==> src/rtl/tick_bcd_stopwatch.sv <==
// Four-digit BCD stopwatch with a multiplexed active-low seven-segment display.
// Optional lap/freeze display feature enabled by defining STOPWATCH_LAP_EN.
module tick_bcd_stopwatch #(
  parameter int SCAN_DIV = 100000
) (
  input  logic        clk,
  input  logic        rst,
  input  logic        tick,
  input  logic        start_stop,
  input  logic        clear,
  input  logic        lap,
  output logic [15:0] count,
  output logic        running,
  output logic        wrap,
  output logic [3:0]  an,
  output logic [6:0]  seg
);

  localparam int SCAN_W = (SCAN_DIV > 2) ? $clog2(SCAN_DIV) : 1;
  localparam logic [SCAN_W-1:0] SCAN_MAX = SCAN_W'(SCAN_DIV - 1);

  typedef enum logic [1:0] {IDLE, RUN, PAUSE} state_t;

  state_t            state;
  logic [15:0]       count_inc;
  logic [15:0]       display;
  logic [SCAN_W-1:0] scan_cnt;
  logic [1:0]        digit_idx;
  logic [3:0]        digit;
  logic [3:0]        an_next;
  logic              carry;

  function automatic logic [6:0] seg_of(input logic [3:0] d);
    case (d)
      4'd0:    seg_of = 7'b1000000;
      4'd1:    seg_of = 7'b1111001;
      4'd2:    seg_of = 7'b0100100;
      4'd3:    seg_of = 7'b0110000;
      4'd4:    seg_of = 7'b0011001;
      4'd5:    seg_of = 7'b0010010;
      4'd6:    seg_of = 7'b0000010;
      4'd7:    seg_of = 7'b1111000;
      4'd8:    seg_of = 7'b0000000;
      4'd9:    seg_of = 7'b0010000;
      default: seg_of = 7'b1111111;
    endcase
  endfunction

  // Ripple BCD increment: each digit rolls 9 -> 0 and passes the carry upward.
  always_comb begin
    count_inc = count;
    carry     = 1'b1;
    for (int i = 0; i < 4; i++) begin
      if (carry) begin
        if (count[i*4 +: 4] == 4'd9) begin
          count_inc[i*4 +: 4] = 4'd0;
        end else begin
          count_inc[i*4 +: 4] = count[i*4 +: 4] + 4'd1;
          carry = 1'b0;
        end
      end
    end
  end

  // Clear outranks start_stop, which outranks tick.
  always_ff @(posedge clk or posedge rst) begin
    if (rst) begin
      state   <= IDLE;
      count   <= 16'h0000;
      running <= 1'b0;
      wrap    <= 1'b0;
    end else begin
      wrap <= 1'b0;
      if (clear) begin
        state   <= IDLE;
        count   <= 16'h0000;
        running <= 1'b0;
      end else if (start_stop) begin
        if (state == RUN) begin
          state   <= PAUSE;
          running <= 1'b0;
        end else begin
          state   <= RUN;
          running <= 1'b1;
        end
      end else if (tick && state == RUN) begin
        count <= count_inc;
        wrap  <= (count == 16'h9999);
      end
    end
  end

`ifdef STOPWATCH_LAP_EN
  logic        frozen;
  logic [15:0] lap_reg;

  always_ff @(posedge clk or posedge rst) begin
    if (rst) begin
      frozen  <= 1'b0;
      lap_reg <= 16'h0000;
    end else if (clear) begin
      frozen <= 1'b0;
    end else if (lap && state == RUN) begin
      if (frozen) begin
        frozen <= 1'b0;
      end else begin
        frozen  <= 1'b1;
        lap_reg <= count;
      end
    end
  end

  assign display = frozen ? lap_reg : count;
`else
  logic unused_lap;
  assign unused_lap = lap;
  assign display    = count;
`endif

  always_comb begin
    case (digit_idx)
      2'd0:    begin digit = display[3:0];   an_next = 4'b1110; end
      2'd1:    begin digit = display[7:4];   an_next = 4'b1101; end
      2'd2:    begin digit = display[11:8];  an_next = 4'b1011; end
      default: begin digit = display[15:12]; an_next = 4'b0111; end
    endcase
  end

  // an and seg are registered from the same index so they never disagree.
  always_ff @(posedge clk or posedge rst) begin
    if (rst) begin
      scan_cnt  <= '0;
      digit_idx <= 2'd0;
      an        <= 4'b1110;
      seg       <= 7'b1000000;
    end else begin
      an  <= an_next;
      seg <= seg_of(digit);
      if (scan_cnt == SCAN_MAX) begin
        scan_cnt  <= '0;
        digit_idx <= digit_idx + 2'd1;
      end else begin
        scan_cnt <= scan_cnt + SCAN_W'(1);
      end
    end
  end

endmodule
==> config.mk <==
export PLATFORM = sky130hd
export DESIGN_NAME = tick_bcd_stopwatch
export DESIGN_NICKNAME = d
export VERILOG_FILES = /design/src/rtl/tick_bcd_stopwatch.sv
export SDC_FILE = /design/constraint.sdc
export NUM_CORES = 1
export LEC_CHECK = 0
export CELL_PAD_IN_SITES_DETAIL_PLACEMENT = 1
export CELL_PAD_IN_SITES_GLOBAL_PLACEMENT = 1
export CORE_UTILIZATION = 25
export CTS_CLUSTER_DIAMETER = 80
export DETAILED_ROUTE_END_ITERATION = 10
export GPL_ROUTABILITY_DRIVEN = 0
export GPL_TIMING_DRIVEN = 0
export PLACE_DENSITY = 0.63
export SLEW_MARGIN = 0
export SYNTH_ARGS = -nofsm -noshare
export SYNTH_HDL_FRONTEND = slang
export SYNTH_SLANG_ARGS = --single-unit
==> constraint.sdc <==
create_clock -name clk -period 3.8 [get_ports clk]
set_clock_uncertainty 0.1 [all_clocks]
set_input_delay 1.14 -clock clk [delete_from_list [all_inputs] [get_ports clk]]
set_output_delay 1.14 -clock clk [all_outputs]
set_load 0.01 [all_outputs]
==> impl_metrics.env <==
export IMPL_status="finished clean"
export IMPL_antenna_cells=0
export IMPL_clock_fmax_ghz=0.363
export IMPL_die_w_um=104
export IMPL_drc_errors=0
export IMPL_finalMaxSlewViolations=0
export IMPL_critPathTopFamily="simple AND/OR/NAND/NOR gates"
export IMPL_end_kind="flip-flop"
export IMPL_path_buf_inv=2
export IMPL_wirelength_um=5870
export IMPL_worst_pin_slew_ns=0.560
export IMPL_grt_overflow_total=0
export IMPL_max_stage_delay_ns=0.47
export IMPL_grtUsageTotal_pct=11.6
export IMPL_rsz0062_at_grt="false"
export IMPL_synth_seq_cells=49
export IMPL_r2r_slack_ns=1.60
export IMPL_clock_latency_ns=0.30
export IMPL_synth_top_area_share_pct=43.5
export IMPL_hold_path_class="flip-flop to flip-flop"
export IMPL_syn_inst=245
export IMPL_routedWlPerCell_um=14.0
export IMPL_finalCritPeriodShare_pct=72.5
export IMPL_cts_setup_buffers=0
export IMPL_whs_path_depth=1
export IMPL_ant_nets=0
export IMPL_cap_violations=0
export IMPL_final_area_um2=3180
export IMPL_areaGrowthSynthToFinish_pct=22.8
export IMPL_reg2regPathDepth=6
export IMPL_crit_arrival_ns=2.85
export IMPL_clock_sinks=49
export IMPL_ir_drop_mv=0.170
export IMPL_grt_pass1_wl_um=10200
export IMPL_cts_buffer_depth=2
export IMPL_root_buffer="clkbuf_8"
export IMPL_critPathRequiredTime_ns=3.89
export IMPL_grt_pass1_vias=2131
export IMPL_synth_area_um2=2590
export IMPL_syn_nets=265
export IMPL_cts_buffers=5
export IMPL_setup_viol=0
export IMPL_drt_first_iter_violations=83
export IMPL_cts_hold_buf=0
export IMPL_cp_max_fo=9
export IMPL_synth_area_per_cell_um2=10.6
export IMPL_final_hold_violation_count=0
export IMPL_num_vias=1976
export IMPL_min_period_ns=2.75
export IMPL_vias_per_cell=4.72
export IMPL_yosysTopAreaCell="dfrtp_1"
export IMPL_die_area_um2=10800
export IMPL_layout_nets=305
export IMPL_initial_core_util_pct=26.1
export IMPL_clk_pin_slew_worst_paths_ns=0.09
export IMPL_cp_slowest_cell="clkdlybuf4s50_1"
export IMPL_cts_resized=0
export IMPL_rows=36
export IMPL_drive_above_1_share_pct=10.5
export IMPL_h_tree_depth=2
export IMPL_coreArea_um2=9910
export IMPL_dpl_hpwl_um=4460
export IMPL_crit_chain="clkdlybuf4s50_1 -> nand4bb_1 -> buf_4 -> nor4_4 -> nand2_1 -> mux2_4"
export IMPL_yosys_warnings=0
export IMPL_postPlaceCellArea_um2=3090
export IMPL_cp_depth=6
export IMPL_fin_tns_setup_ns=0
export IMPL_synth_cell_type_count=51
export IMPL_crit_path_start_kind="input pin"
export IMPL_port_buffers=32
export IMPL_ys_seq_area_share_pct=47.6
export IMPL_p_per_area_nw_per_um2=284
export IMPL_p_leak_nw=1.34
export IMPL_path_class="input pin to flip-flop"
export IMPL_synth_area_leaders="dfrtp_1 (44%), ha_1 (6.8%), dfstp_2 (4.1%)"
export IMPL_ios=35
export IMPL_die_y_um=104
export IMPL_slew_headroom_pct=62.6
export IMPL_cts_tree="built"
export IMPL_grt_max_degree=26
export IMPL_first_pass_iters=4
export IMPL_antenna_found_initial=0
[final timing paths]
check / from / to
setup / recovery: start_stop / count[14]
hold / removal: scan_cnt[0] / scan_cnt[0]
setup reg to reg: digit_idx[0] / seg[1]
hold reg to reg: scan_cnt[0] / scan_cnt[0]
max in group asynchronous: rst / count[3]
min in group asynchronous: rst / scan_cnt[16]
[sequential cells by signal (all words and copies together) (netlist names)]
name	count
scan_cnt	17
seg	7
count	16
state	2
digit_idx	2
an	4
wrap	1
[cells in the mapped netlist, drive strengths merged]
cell type and instances:
a211o 1, a211oi 1, a21bo 1, a21o 1, a21oi 15, a222oi 4
a311oi 2, a31oi 2, a41oi 1, and2 2, and3b 2, and4 4
and4bb 1, buf 3, clkbuf 3, dfrtp 45, dfstp 4, ha 14
inv 17, mux2 4, mux2i 8, nand2 17, nand2b 2, nand3 10
nand3b 4, nand4 5, nand4b 4, nand4bb 1, nor2 22, nor2b 2
nor3 6, nor3b 1, nor4 6, o211a 1, o21ai 5, o311ai 1
o31ai 2, or2 2, or3 3, or4 1, xnor2 11, xor2 4
[per-stage QoR]
step	std cells	setup WS (ns)	power (mW)	hold slack [ns]	util (%)
detailed placement	411	0.734	0.610	0.390	31.2
global route	419	0.992	0.944	0.433	32.1
floorplan	245	1.37	0.577	0.352	-
finish	419	1.05	0.901	0.396	32.1
CTS	419	1.07	0.923	0.404	32.1
global placement	410	0.359	0.606	0.372	31.0
[power breakdown]
group          switching (mW)  internal, mW
Sequential            0.00911         0.528
Combinational          0.0337        0.0264
Clock                   0.173         0.131
Total                   0.216         0.685
[per-layer routing]
metal	wire length [um]	vias up	GRT usage, %
li1	-	948	-
met1	2720	983	14.0
met2	2850	38	20.4
met3	234	7	2.96
met4	72	0	2.96
met5	0	-	0
[cells in the final DEF (no fill, tap or decap), types with 8 or more instances in the layout]
master,Yosys,routed
clkdlybuf4s50_1,0,32
nand3_1,9,9
xnor2_1,11,11
dfrtp_1,45,45
nor2_1,22,22
a21oi_1,14,14
ha_1,14,14
nand2_1,17,17
mux2i_1,8,8
inv_1,16,15
[worst register-to-register path, cell delays in order (launching register included)]
cell and delay (ns):
dfrtp_1 0.39, inv_1 0.10, ha_1 0.27, a222oi_1 0.46, mux2i_1 0.28, o21ai_0 0.34
o21ai_0 0.14
[cell type report]
type                       count  area (um2)
tap                          133         166
clock buffer                   7        76.3
multi-input combinational    173        1260
inverter                      17        63.8
sequential                    49        1230
fill                        1153        6730
buffer                         6        31.3
timing repair buffer          33         340
clock inverter                 1        7.51
[cell families after synthesis]
group                    count (synthesis)  synth area share [%]
XOR/XNOR                                15                  5.08
AO/OA/AOI/OAI                           37                  9.68
AND/OR/NAND/NOR                         95                  22.2
multiplexers                            12                  4.98
adder cells (fa/ha/maj)                 14                  6.77
buffers and inverters                   23                  3.68
flip-flops                              49                  47.6
Note: power is estimated with default switching activity, not from simulation.
